[config.mk]
export PLATFORM = sky130hd
export DESIGN_NAME = div_unit
export DESIGN_NICKNAME = d
export VERILOG_FILES = /design/src/rtl/div_unit_pkg.sv /design/src/rtl/cla_sub33.sv /design/src/rtl/div_unit.sv
export SDC_FILE = /design/constraint.sdc
export NUM_CORES = 1
export LEC_CHECK = 0
export ABC_CLOCK_PERIOD_IN_PS = 4200
export CORE_MARGIN = 10
export CORE_UTILIZATION = 35
export CTS_BUF_LIST = sky130_fd_sc_hd__clkbuf_16
export DETAILED_ROUTE_END_ITERATION = 10
export SLEW_MARGIN = 5
export SYNTH_ARGS = -nofsm -noshare
export SYNTH_HDL_FRONTEND = slang
export SYNTH_SLANG_ARGS = --single-unit
[constraint.sdc]
create_clock -name clk -period 4.2 [get_ports clk]
set_clock_uncertainty 0.1 [all_clocks]
set_input_delay 0.84 -clock clk [delete_from_list [all_inputs] [get_ports clk]]
set_output_delay 0.84 -clock clk [all_outputs]
set_load 0.02 [all_outputs]
[src/rtl/div_unit_pkg.sv]
// div_unit_pkg: shared op/state encodings and special-case constants for the RV32M divider
package div_unit_pkg;
    localparam int XLEN_DEF = 32;
    typedef enum logic [1:0] {
        OP_DIV  = 2'b00,
        OP_DIVU = 2'b01,
        OP_REM  = 2'b10,
        OP_REMU = 2'b11
    } op_e;
    typedef enum logic [1:0] {
        S_IDLE = 2'd0,
        S_CALC = 2'd1,
        S_FIX  = 2'd2
    } state_e;
    localparam logic [XLEN_DEF-1:0] DIV0_QUO = '1;
    localparam logic [XLEN_DEF-1:0] OVF_QUO  = {1'b1, {(XLEN_DEF-1){1'b0}}};
endpackage

[src/rtl/cla_sub33.sv]
// cla_sub33: (XLEN+1)-bit a-b from 4-bit carry-lookahead groups with group-level ripple
//  a, b  in   XLEN+1  minuend, subtrahend
//  diff  out  XLEN    low XLEN bits of a-b (top bit is zero whenever the divider keeps it)
//  cout  out  1       carry out; 1 means a >= b
module cla_sub33
    import div_unit_pkg::*;
#(
    parameter int XLEN = XLEN_DEF
) (
    input  logic [XLEN:0]   a,
    input  logic [XLEN:0]   b,
    output logic [XLEN-1:0] diff,
    output logic            cout
);
    localparam int G = XLEN / 4;
    logic [XLEN:0]   bn, g, p;
    logic [XLEN+1:0] c;
    assign bn   = ~b;
    assign g    = a & bn;
    assign p    = a ^ bn;
    assign c[0] = 1'b1;
    for (genvar j = 0; j < G; j++) begin : grp
        localparam int k = 4 * j;
        assign c[k+1] = g[k] | (p[k] & c[k]);
        assign c[k+2] = g[k+1] | (p[k+1] & g[k]) | (p[k+1] & p[k] & c[k]);
        assign c[k+3] = g[k+2] | (p[k+2] & g[k+1]) | (p[k+2] & p[k+1] & g[k])
                      | (p[k+2] & p[k+1] & p[k] & c[k]);
        assign c[k+4] = g[k+3] | (p[k+3] & g[k+2]) | (p[k+3] & p[k+2] & g[k+1])
                      | (p[k+3] & p[k+2] & p[k+1] & g[k])
                      | (p[k+3] & p[k+2] & p[k+1] & p[k] & c[k]);
    end
    // the extra sign-extension bit is a lone ripple cell above the full groups
    assign c[XLEN+1] = g[XLEN] | (p[XLEN] & c[XLEN]);
    assign diff      = p[XLEN-1:0] ^ c[XLEN-1:0];
    assign cout      = c[XLEN+1];
endmodule

[src/rtl/div_unit.sv]
// div_unit: iterative restoring RV32M divider (DIV/DIVU/REM/REMU), one quotient bit per cycle
//  clk, rst   clock, synchronous active-high reset
//  start/op   request and operation (00 DIV, 01 DIVU, 10 REM, 11 REMU), sampled in IDLE
//  rs1/rs2    dividend/divisor, captured on the accepting edge
//  flush      aborts any in-flight operation without a done
//  busy/done  busy from accept through the done cycle; done is a one-cycle result pulse
//  result     quotient or remainder, held until the next done
module div_unit
    import div_unit_pkg::*;
#(
    parameter int XLEN = XLEN_DEF
) (
    input  logic            clk,
    input  logic            rst,
    input  logic            start,
    input  logic [1:0]      op,
    input  logic [XLEN-1:0] rs1,
    input  logic [XLEN-1:0] rs2,
    input  logic            flush,
    output logic            busy,
    output logic            done,
    output logic [XLEN-1:0] result
);
    state_e          state, state_n;
    logic [5:0]      cnt;
    logic [1:0]      op_r;
    logic [XLEN-1:0] rem, quo, dvs, diff, abs1, abs2;
    logic            neg_q, neg_r, cout, sgn, div0, ovf, accept, last;

    assign sgn    = (op == OP_DIV) || (op == OP_REM);
    assign div0   = rs2 == '0;
    assign ovf    = sgn && rs1 == OVF_QUO && rs2 == '1;
    assign abs1   = (sgn && rs1[XLEN-1]) ? -rs1 : rs1;
    assign abs2   = (sgn && rs2[XLEN-1]) ? -rs2 : rs2;
    // the done cycle already sits in IDLE but still counts as busy, so a start there is dropped
    assign accept = state == S_IDLE && start && !done && !flush;
    assign last   = cnt == 6'(XLEN - 1);
    assign busy   = state != S_IDLE || done;

    cla_sub33 #(.XLEN(XLEN)) u_sub (
        .a   ({rem, quo[XLEN-1]}),
        .b   ({1'b0, dvs}),
        .diff(diff),
        .cout(cout)
    );

    always_ff @(posedge clk) begin
        if (rst) state <= S_IDLE;
        else     state <= state_n;
    end

    always_comb begin
        state_n = state;
        if (flush)                          state_n = S_IDLE;
        else if (accept)                    state_n = (div0 || ovf) ? S_FIX : S_CALC;
        else if (state == S_CALC && last)   state_n = S_FIX;
        else if (state == S_FIX)            state_n = S_IDLE;
    end

    // special cases preload the final quo/rem and clear the sign flags so FIX passes them through
    always_ff @(posedge clk) begin
        done <= 1'b0;
        if (rst) begin
            cnt    <= '0;
            op_r   <= '0;
            rem    <= '0;
            quo    <= '0;
            dvs    <= '0;
            neg_q  <= 1'b0;
            neg_r  <= 1'b0;
            result <= '0;
        end else if (accept) begin
            op_r  <= op;
            cnt   <= '0;
            dvs   <= abs2;
            quo   <= div0 ? DIV0_QUO : ovf ? OVF_QUO : abs1;
            rem   <= div0 ? rs1 : '0;
            neg_q <= sgn && !div0 && !ovf && (rs1[XLEN-1] ^ rs2[XLEN-1]);
            neg_r <= sgn && !div0 && !ovf && rs1[XLEN-1];
        end else if (!flush && state == S_CALC) begin
            cnt <= cnt + 6'd1;
            rem <= cout ? diff : {rem[XLEN-2:0], quo[XLEN-1]};
            quo <= {quo[XLEN-2:0], cout};
        end else if (!flush && state == S_FIX) begin
            result <= op_r[1] ? (neg_r ? -rem : rem) : (neg_q ? -quo : quo);
            done   <= 1'b1;
        end
    end
endmodule

==> results.txt, run 1 <==
----------------------------------------------------
[Die]
  Overall die width ... around 190 um
  Initial Util ... between 30% and 40%
  Chip height ... around 190 um
  Top Ports ... 104
  Core Rows ... 62
  Total core area ... slightly below 30,000 um^2
  Full die area ... approximately 37,000 um^2

[Timing]
  Hold Slack ... ~0.36 ns
  Normalized max-slew margin ... 15.2%
  Time the final worst path needs with I/O delays and setup ... about 4 ns
  Final-report setup violation count ... 0
  Slew Viols, Final ... 0
  Setup repair after global routing missed its margin ... false
  Max Freq ... between 200 and 300 MHz
  Final worst-path cycle share ... a little over nine tenths
  Actual transition at the worst max-transition pin ... 1.27 ns
  Hold Violations, Final ... 0

[Critical path]
  Number of cells traversed by the worst register-to-register path ... 13
  Slack of the worst reg-to-reg path ... 0.21 ns
  FF-to-FF Start ... rem[5]
  Reg-to-reg critical path endpoint ... rem[25]
  Series of cell instances along the critical path ... ha_1 -> nand2_1 -> o21ai_0 -> a22oi_1 -> a211oi_1 -> o31ai_1 -> a21boi_0 -> nor2_1 -> fa_1 -> xnor2_1 -> nand2_1 -> mux2_2 -> a211oi_1
  Type of element capturing the critical path ... register
  CP Data Arrival Time ... roughly 4.2 ns
  Critical Path Max Stage Delay ... between 0.6 and 0.7 ns
  Highest fanout seen on the critical path ... 7
  Critical path buffers and inverters ... 0
  Critical setup path kind ... register to register
  Cell with the biggest individual delay on the critical path ... sky130_fd_sc_hd__a211oi_1
  Type of origin of the critical path ... register
  Required time worst endpoint ... between 4 and 5 ns
  Cell family with the largest share of critical-path delay ... compound AO/OA/AOI/OAI gates

[Synthesis]
  Post-synthesis cell area ... roughly 10,000 um^2
  Sequential element share of the synthesized area ... ~27%
  Synthesis-stage register bit count ... 140
  Avg Synthesized Cell Area ... around 7.6 um^2
  Post-Synthesis Cells ... 1,364
  Asr flop ratio synth ... 0%
  Top FF cell, synth ... sky130_fd_sc_hd__dfxtp_1
  Top cells by area in the synthesized netlist ... sky130_fd_sc_hd__dfxtp_1 27%, sky130_fd_sc_hd__xnor2_1 6.3%, sky130_fd_sc_hd__nand2_1 5.6%, sky130_fd_sc_hd__a21oi_1 5.4%, sky130_fd_sc_hd__nor2_1 5.2%
  Post-synth EDFFs ... 0
  Share of Yosys cell area claimed by the top area cell type ... 27.1%
  Most common cell in the synthesized netlist ... sky130_fd_sc_hd__nand2_1
  Top post-synthesis cells by count ... 153 x sky130_fd_sc_hd__nand2_1, 144 x sky130_fd_sc_hd__nor2_1, 140 x sky130_fd_sc_hd__dfxtp_1
  YS warnings ... 0
  Largest area contributor in the netlist ... sky130_fd_sc_hd__dfxtp_1
  Number of distinct library cell variants in the gate-level netlist after synthesis ... 81
  Synthesized netlist net count ... ~1,500

[Routing]
  First-pass iteration count of the detailed router ... 5
  Detailed Route Iter0 Violations ... between 800 and 900
  Average wire length per cell after detail routing ... slightly below 20 um
  Number of remaining DRC errors ... 0
  Post-DRT Antenna Nets ... 0
  Overall via count from detail_route ... roughly 11,000
  Drt total wl ... between 30 and 40 mm
  Via density ... about 5.7

[Clock tree]
  Inserted Clock Buffers ... 17
  Later-pin clock latency in the skew report ... 0.44 ns
  Clock-pin transition on the worst setup and hold timing paths ... 0.08 ns
  CTS resizes ... 0
  CTS tree ... built
  Clock root cell ... sky130_fd_sc_hd__clkbuf_16
  Number of buffers inserted by hold repair at cts ... 0
  Number of clock sinks ... between 100 and 150
  Setup repair bufs after CTS ... 0
  Count of H-tree levels built during CTS ... 4
  Maximum number of buffers from clock root to sink ... 2

[Run]
  Number of max-cap violations ... 0

[Cells and area]
  Ant. Diodes ... 0
  Final standard cell area without fillers ... 12,600 um^2
  Share of layout cells above drive strength 1 ... under 10%
  Synth-to-Final Area Change ... 21.6%
  Fill cell count ... approximately 2,900
  Area of all sequential standard cells ... between 2000 and 3000 um^2
  Layout net count ... approximately 1,600
  Area of combinational cells with multiple inputs ... ~7000 um^2

[Placed design]
  Port-buffer cells ... slightly above 100
  Area of placed instances ... between 10,000 and 15,000 um^2
  Final estimated routing congestion in global placement ... about 0.92
  HPWL Detailed ... about 28 mm

[Global routing]
  Pin count of the biggest net entering global routing ... between 90 and 100
  Total track usage ... between 10% and 20%
  Number of global-route vias before repair ... ~10,000
  Initial antenna violation count ... 0
  Total grt overflow ... 0
  First-pass GRT wire length ... roughly 57 mm

[Hold path]
  Startpoint of the tightest hold check path ... result[18]
  Worst min-delay path category ... register to register
  Hold Path Stages ... 2
  Worst Hold Endpoint ... result[18]

[Power and ir drop]
  IR drop worst, VDD ... ~0.00024 V
  Pwr/cell area ... between 300 and 400 nW/um^2
  Leakage Power ... between 4 and 5 nW
  Design Power ... between 4 and 5 mW

[Run status]
  Outcome ... completed

----------------------------------------------------
==> layout by cell type (no fill, tap or decap), types with 9 or more instances in the layout <==
cell type                           n
sky130_fd_sc_hd__xor2_1            58
sky130_fd_sc_hd__clkbuf_16         17
sky130_fd_sc_hd__nand3_1           12
sky130_fd_sc_hd__ha_1              39
sky130_fd_sc_hd__nand4_1           16
sky130_fd_sc_hd__o211ai_1          46
sky130_fd_sc_hd__nand2_1          152
sky130_fd_sc_hd__a21oi_1          111
sky130_fd_sc_hd__nor4_1            13
sky130_fd_sc_hd__xnor2_1           74
sky130_fd_sc_hd__dfxtp_1          139
sky130_fd_sc_hd__o31ai_1           32
sky130_fd_sc_hd__o22ai_1           24
sky130_fd_sc_hd__nor2_1           143
sky130_fd_sc_hd__or3_1             11
sky130_fd_sc_hd__or4_1             14
sky130_fd_sc_hd__buf_4             54
sky130_fd_sc_hd__a31oi_1            9
sky130_fd_sc_hd__clkdlybuf4s50_1  102
sky130_fd_sc_hd__nor3_1            25
sky130_fd_sc_hd__a211oi_1          62
sky130_fd_sc_hd__o21ai_0           79
sky130_fd_sc_hd__inv_1             59
sky130_fd_sc_hd__o41ai_1           18
sky130_fd_sc_hd__o21a_1             9
==> worst max-delay path by stage <==
stage / startpoint / to / slack, ns / cells after the start
3_5_place_dp: rs2[7] / rem[6] / -0.002 / 10
3_3_place_gp: rs2[7] / rem[6] / 0.15 / 10
4_1_cts: rem[5] / rem[25] / 0.35 / 13
6_report: rem[5] / rem[25] / 0.21 / 13
2_1_floorplan: rs1[2] / quo[0] / 0.90 / 9
5_1_grt: rem[5] / rem[25] / 0.10 / 13
==> sequential cells by signal (all words and copies together), names as in the netlist <==
register / count
cnt: 6
done: 1
dvs: 32
neg_q: 1
neg_r: 1
op_r: 1
quo: 32
rem: 32
result: 32
state: 2
==> tightest hold or removal path, stage by stage (launching register included) <==
cell,delay [ns]
sky130_fd_sc_hd__dfxtp_1,0.31
sky130_fd_sc_hd__nand2_1,0.05
sky130_fd_sc_hd__a21oi_1,0.05
==> stage by stage <==
step	setup slack [ns]	util, %	setup TNS, ns	std cells
3_5_place_dp	-0.00223	41.3	-0.00223	1817
6_report	0.213	43.4	0	1849
4_1_cts	0.350	43.4	0	1849
3_3_place_gp	0.148	41.3	0	1817
2_1_floorplan	0.902	-	0	1364
5_1_grt	0.102	43.4	0	1849
==> layout make-up <==
cell class                 instances  area share [%]
inverter                          62            1.85
clock inverter                    15            1.60
clock buffer                      17            3.39
sequential                       140            22.3
tap                              384            3.82
multi-input combinational       1073            55.4
timing repair buffer             158            11.7
==> power by group <==
group	switching, mW	leakage, nW	internal, mW
clock network	0.753	0.301	0.813
registers	0.121	1.14	1.41
logic	0.848	2.90	0.619
==> logic make-up (layout without fill, tap and decap cells) <==
kind of cell	count (synthesis)	count (layout)	share of synthesized area, %
multiplexers	14	14	1.44
buffers and inverters	151	252	5.73
XOR/XNOR	132	132	11.2
flip-flops	140	140	27.1
AND/OR/NAND/NOR	440	440	20.2
AO/OA/AOI/OAI	441	441	28.3
adder cells (fa/ha/maj)	46	46	6.08
==> metal layers <==
metal / track usage [%] / share of wire, % / vias up / wire length, um
met2: 31.0 / 45 / 378 / 16500
met1: 24.9 / 44 / 4995 / 16000
met4: 6.94 / 2.9 / 0 / 1070
li1: - / - / 5127 / -
met5: 0 / 0 / - / 0
met3: 5.66 / 8.1 / 62 / 2940
(Power assumes the default switching activity.)
==> run 2, diff against run 1 <==
--- a/config.mk
+++ b/config.mk
@@ -7,9 +7,10 @@
 export LEC_CHECK = 0
 export ABC_CLOCK_PERIOD_IN_PS = 4200
 export CORE_MARGIN = 10
-export CORE_UTILIZATION = 35
+export CORE_UTILIZATION = 50
 export CTS_BUF_LIST = sky130_fd_sc_hd__clkbuf_16
 export DETAILED_ROUTE_END_ITERATION = 10
+export PLACE_DENSITY = 0.71
 export SLEW_MARGIN = 5
 export SYNTH_ARGS = -nofsm -noshare
 export SYNTH_HDL_FRONTEND = slang
==> run 2 against run 1 <==
Cell area fell by 1.9%. Clock-buffer cell count is the same. Sequential power is essentially flat. Register-to-register slack better by 0.12 ns. Core utilization grew 17 points. Global-route usage up 4.9 points. Routed wire length decreased by 8.3%. Die area fell by 27%. Sequential cell count unchanged. Worst setup slack better by 0.12 ns. Final cell count fell by 6.5%.
==> results.txt, run 2 (synthesis gave the netlist of run 1 again) <==
----------------------------------------------------
[Run status]
  Outcome ... completed

[Timing]
  Actual transition at the worst max-transition pin ... about 1.2 ns
  Final worst-path cycle share ... slightly above 90%
  Normalized max-slew margin ... around 22%
  Final-report setup violation count ... 0
  Post-route setup TNS ... 0 ns
  Hold Violations, Final ... 0
  Max Freq ... approximately 260 MHz
  Time the final worst path needs with I/O delays and setup ... just under 4 ns
  Setup repair after global routing missed its margin ... false
  Slew Viols, Final ... 0

[Critical path]
  Type of origin of the critical path ... register
  Critical setup path kind ... register to register
  Highest fanout seen on the critical path ... 6
  Type of element capturing the critical path ... register
  Number of cells traversed by the worst register-to-register path ... 14
  Reg-to-reg critical path endpoint ... rem[25]
  CP Data Arrival Time ... between 4 and 5 ns
  Slack of the worst reg-to-reg path ... roughly 0.34 ns
  Required time worst endpoint ... roughly 4.4 ns
  FF-to-FF Start ... quo[31]

[Cells and area]
  Count of non-filler cells in the finished layout ... 1,728
  Synth-to-Final Area Change ... 19.3%
  Layout net count ... 1,561
  Ant. Diodes ... 0
  Commonest non-fill, non-tap cell in the layout ... sky130_fd_sc_hd__nand2_1
  Share of layout cells above drive strength 1 ... between 8 and 9%
  Highest-count cells in the layout ignoring fill and taps ... 152 x sky130_fd_sc_hd__nand2_1, 143 x sky130_fd_sc_hd__nor2_1, 139 x sky130_fd_sc_hd__dfxtp_1

[Die]
  Full die area ... ~27,000 um^2
  Chip height ... between 150 and 200 um
  Overall die width ... 164 um
  Top Ports ... about 100
  Initial Util ... about half
  Total core area ... around 20,000 um^2
  Core Rows ... 52

[Clock tree]
  Inserted Clock Buffers ... 17
  Maximum number of buffers from clock root to sink ... 2
  Clock-pin transition on the worst setup and hold timing paths ... about 0.060 ns
  CTS tree ... built
  Number of clock sinks ... between 100 and 150
  Clock root cell ... sky130_fd_sc_hd__clkbuf_16
  Count of H-tree levels built during CTS ... 4
  Later-pin clock latency in the skew report ... roughly 0.44 ns

[Power and ir drop]
  Sequential share of power ... between 30% and 40%
  Net Sw Frac ... 35.5%
  Leakage Power ... between 4 and 5 nW
  Cell internal power dissipation ... slightly below 3 mW
  IR drop worst, VDD ... roughly 0.00025 V
  Clock share of power ... between 30% and 40%
  Design Power ... about 4.5 mW
  Pwr/cell area ... approximately 360 nW/um^2
  Switching power total ... around 1.6 mW
  Power share of the combinational group ... between 30% and 40%

[Global routing]
  First-pass GRT wire length ... 52.9 mm
  Most Used Layer, Global Route ... met2
  Number of global-route vias before repair ... between 9,000 and 10,000
  Met1 Usage GRT ... roughly a third
  Grt met3 use ... between 4 and 5%
  Total grt overflow ... 0
  Pin count of the biggest net entering global routing ... 61
  Global-route met2 utilization ... between 30% and 40%
  Initial antenna violation count ... 1
  Total track usage ... about a quarter

[Routing]
  Overall via count from detail_route ... roughly 11,000
  Average wire length per cell after detail routing ... between 15 and 20 um
  Number of remaining DRC errors ... 0
  Detailed Route Iter0 Violations ... about 1,100
  First-pass iteration count of the detailed router ... 5
  Drt total wl ... approximately 33 mm
  Post-DRT Antenna Nets ... 0
  Via density ... just over 6

[Hold path]
  Startpoint of the tightest hold check path ... dvs[31]
  Worst min-delay path category ... register to register
  Hold Path Stages ... 2
  Worst Hold Endpoint ... dvs[31]

[Placed design]
  Placed insts ... roughly 1,700
  HPWL Detailed ... 25.8 mm
  Port-buffer cells ... 103
  Final estimated routing congestion in global placement ... between 0.9 and 1

[Run]
  Number of max-cap violations ... 0

----------------------------------------------------
[run 2: area by class of cell]
class                           count  area (um^2)
Tap cell                          270          338
Clock buffer                       17          425
Multi-Input combinational cell   1073         6960
Timing Repair Buffer              151         1400
Fill cell                        1870         7970
Inverter                           62          233
Clock inverter                     15          166
Sequential cell                   140         2800
[run 2: per-layer routing]
layer  wire [um]  vias to the layer above  part of all wire [%]
met5          13                        -                 0.039
li1            -                     5133                     -
met3        2870                       77                   8.6
met4        1180                        2                   3.5
met1       14600                     5022                    44
met2       14800                      450                    44
[run 2: repair_timing]
item | 4_1_cts | 5_1_grt
gates resized for setup | 0 | 1
hold buffers | 0 | 0
endpoints found under the setup margin | 0 | 2
endpoints found under the hold margin | 0 | 0
setup buffers | 0 | 0
[run 2: power groups by stage]
stage,combinational [mW],clock (mW),sequential [mW]
after floorplan,0.997,0,1.51
after global placement,1.38,0,1.55
after detailed placement,1.40,0,1.55
after CTS,1.41,1.54,1.52
after global routing,1.58,1.59,1.54
final,1.43,1.53,1.53
[run 2: worst max-delay path by stage]
stage | from | endpoint | slack, ns
after global routing | rem[5] | rem[25] | 0.04
after detailed placement | rs1[9] | quo[13] | 0.05
after floorplan | rs1[2] | quo[0] | 0.90
after global placement | rs1[9] | quo[19] | 0.1
final | quo[31] | rem[25] | 0.34
after CTS | quo[31] | rem[24] | 0.24
[run 2: critical path: stages (launching register included)]
cell	delay (ns)
sky130_fd_sc_hd__dfxtp_1	0.48
sky130_fd_sc_hd__inv_1	0.14
sky130_fd_sc_hd__ha_1	0.32
sky130_fd_sc_hd__o21a_1	0.19
sky130_fd_sc_hd__o221a_2	0.28
sky130_fd_sc_hd__a22oi_2	0.13
sky130_fd_sc_hd__a211oi_1	0.49
sky130_fd_sc_hd__o31ai_1	0.19
sky130_fd_sc_hd__a21boi_0	0.27
sky130_fd_sc_hd__nor2_1	0.09
sky130_fd_sc_hd__fa_1	0.38
sky130_fd_sc_hd__xnor2_1	0.16
sky130_fd_sc_hd__nand2_1	0.07
sky130_fd_sc_hd__mux2_2	0.26
sky130_fd_sc_hd__a211oi_1	0.21
[run 2: metrics by stage]
step           area, um^2  worst slack [ns]  util [%]  hold WS, ns
3_3_place_gp        11700            0.0995      57.8        0.340
4_1_cts             12300             0.237      60.7        0.355
2_1_floorplan       10300             0.902         -        0.332
5_1_grt             12300            0.0426      60.7        0.373
6_report            12300             0.336      60.7        0.352
3_5_place_dp        11700            0.0511      57.8        0.348
==> run 3, diff against run 2 <==
--- a/config.mk
+++ b/config.mk
@@ -10,6 +10,7 @@
 export CORE_UTILIZATION = 50
 export CTS_BUF_LIST = sky130_fd_sc_hd__clkbuf_16
 export DETAILED_ROUTE_END_ITERATION = 10
+export GPL_TIMING_DRIVEN = 0
 export PLACE_DENSITY = 0.71
 export SLEW_MARGIN = 5
 export SYNTH_ARGS = -nofsm -noshare
==> run 3 against run 2 <==
First-iteration DRC count rose by 22%. Die area unchanged. Clock-buffer cell count is the same. Largest power group is now clock.
==> results.txt, run 3 (synthesis gave the netlist of run 1 again) <==
----------------------------------------------------
[Run status]
  Outcome ... completed

[Power and ir drop]
  IR drop worst, VDD ... roughly 0.00029 V
  Pwr/cell area ... ~390 nW/um^2
  Leakage Power ... approximately 4.2 nW

[Timing]
  Max Freq ... 251 MHz
  Final-report setup violation count ... 0
  Normalized max-slew margin ... 35.6%
  Setup repair after global routing missed its margin ... false
  Final worst-path cycle share ... 94.7%
  Time the final worst path needs with I/O delays and setup ... 3.98 ns
  Actual transition at the worst max-transition pin ... about 0.97 ns
  Final worst slack ... 0.222 ns
  Hold Slack ... between 0.3 and 0.4 ns
  Slew Viols, Final ... 0
  Hold Violations, Final ... 0

[Critical path]
  Number of cells traversed by the worst register-to-register path ... 11
  Critical setup path kind ... register to register
  Highest fanout seen on the critical path ... 10
  Type of origin of the critical path ... register
  Required time worst endpoint ... roughly 4.5 ns
  CP Data Arrival Time ... ~4.2 ns
  Type of element capturing the critical path ... register

[Die]
  Top Ports ... 104
  Chip height ... ~160 um
  Core Rows ... 52
  Total core area ... between 20,000 and 25,000 um^2
  Overall die width ... 164 um
  Initial Util ... 50.9%
  Full die area ... 26,800 um^2

[Cells and area]
  Highest-count cells in the layout ignoring fill and taps ... 153 x sky130_fd_sc_hd__nand2_1, 144 x sky130_fd_sc_hd__nor2_1, 140 x sky130_fd_sc_hd__dfxtp_1
  Synth-to-Final Area Change ... 19.6%
  Commonest non-fill, non-tap cell in the layout ... sky130_fd_sc_hd__nand2_1
  Layout net count ... 1,600
  Share of layout cells above drive strength 1 ... under 10%

[Global routing]
  Number of global-route vias before repair ... about 10,000
  Total grt overflow ... 0
  Total track usage ... between 20% and 30%
  First-pass GRT wire length ... slightly above 60 mm
  Pin count of the biggest net entering global routing ... 17
  Initial antenna violation count ... 0

[Routing]
  Overall via count from detail_route ... 11,100
  Number of remaining DRC errors ... 0
  Drt total wl ... a little under 40 mm
  Average wire length per cell after detail routing ... 22.4 um
  Detailed Route Iter0 Violations ... around 1,400
  First-pass iteration count of the detailed router ... 6
  Post-DRT Antenna Nets ... 0
  Via density ... roughly 6.3

[Clock tree]
  Clock root cell ... sky130_fd_sc_hd__clkbuf_16
  Count of H-tree levels built during CTS ... 4
  Setup repair bufs after CTS ... 0
  CTS tree ... built
  CTS resizes ... 0
  Inserted Clock Buffers ... 17
  Later-pin clock latency in the skew report ... 0.44 ns
  Number of buffers inserted by hold repair at cts ... 0
  Maximum number of buffers from clock root to sink ... 2
  Clock-pin transition on the worst setup and hold timing paths ... 0.07 ns
  Number of clock sinks ... between 100 and 150

[Run]
  Number of max-cap violations ... 0

[Placed design]
  Post-Place Worst Slack ... -0.0920 ns
  HPWL Detailed ... approximately 31 mm
  Final estimated routing congestion in global placement ... around 1
  Port-buffer cells ... ~100

[Hold path]
  Hold Path Stages ... 2
  Worst min-delay path category ... register to register

----------------------------------------------------
run 3: cell types whose count changed in the layout (fill, tap and decap cells not counted), moves of 3 or more:
cell,delta
sky130_fd_sc_hd__buf_1,+11
sky130_fd_sc_hd__buf_4,-45
sky130_fd_sc_hd__clkinv_4,+3
sky130_fd_sc_hd__clkbuf_1,+69
sky130_fd_sc_hd__clkinvlp_4,-4
sky130_fd_sc_hd__bufinv_16,+3
sky130_fd_sc_hd__buf_2,+4
run 3: stage by stage:
stage / cells / setup TNS [ns] / total power [mW] / util [%] / cell area [um^2]
floorplan: 1364 / 0 / 2.51 / - / 10300
global placement: 1735 / -0.0951 / 2.99 / 57.6 / 11700
detailed placement: 1735 / -1.35 / 3.01 / 57.6 / 11700
CTS: 1767 / 0 / 4.73 / 60.8 / 12300
global route: 1767 / 0 / 4.98 / 60.9 / 12400
finish: 1768 / 0 / 4.78 / 60.9 / 12400
run 3: critical path, cell delays in order, from the launching register on:
cell                       delay (ns)
sky130_fd_sc_hd__dfxtp_1         0.50
sky130_fd_sc_hd__inv_1           0.14
sky130_fd_sc_hd__ha_1            0.35
sky130_fd_sc_hd__o21a_1          0.23
sky130_fd_sc_hd__o221a_2         0.31
sky130_fd_sc_hd__a22oi_2         0.34
sky130_fd_sc_hd__a21o_1          0.25
sky130_fd_sc_hd__o211ai_2        0.23
sky130_fd_sc_hd__a21oi_2         0.47
sky130_fd_sc_hd__buf_2           0.38
sky130_fd_sc_hd__mux2_2          0.39
sky130_fd_sc_hd__a211oi_1        0.19
run 3: cell type report:
cell class / count / area (um^2)
clock inverters: 15 / 239
multi-input cells: 1073 / 6960
repair buffers: 101 / 1010
clock buffers: 17 / 425
inverters: 62 / 233
diodes: 1 / 2.50
flip-flops and latches: 140 / 2800
plain buffers: 89 / 359
fillers: 1945 / 7930
well taps: 270 / 338
run 3: routing by layer:
layer	global-route usage, %	vias to the layer above	part of all wire [%]
met5	0	-	0
met4	11.3	0	4.1
met3	7.26	102	11
met2	43.1	594	42
met1	39.6	5159	42
li1	-	5209	-
run 3: where the power goes:
part           switching [mW]  leakage, nW  internal (mW)
registers               0.136         1.14           1.41
clock network           0.673        0.320           1.07
logic                   0.906         2.74          0.590
run 3: path summary, 6_finish.rpt:
path | from | end | slack, ns
max | quo[31] | rem[25] | 0.22
min | result[7] | result[7] | 0.35
max reg2reg | quo[31] | rem[25] | 0.22
min reg2reg | result[7] | result[7] | 0.35
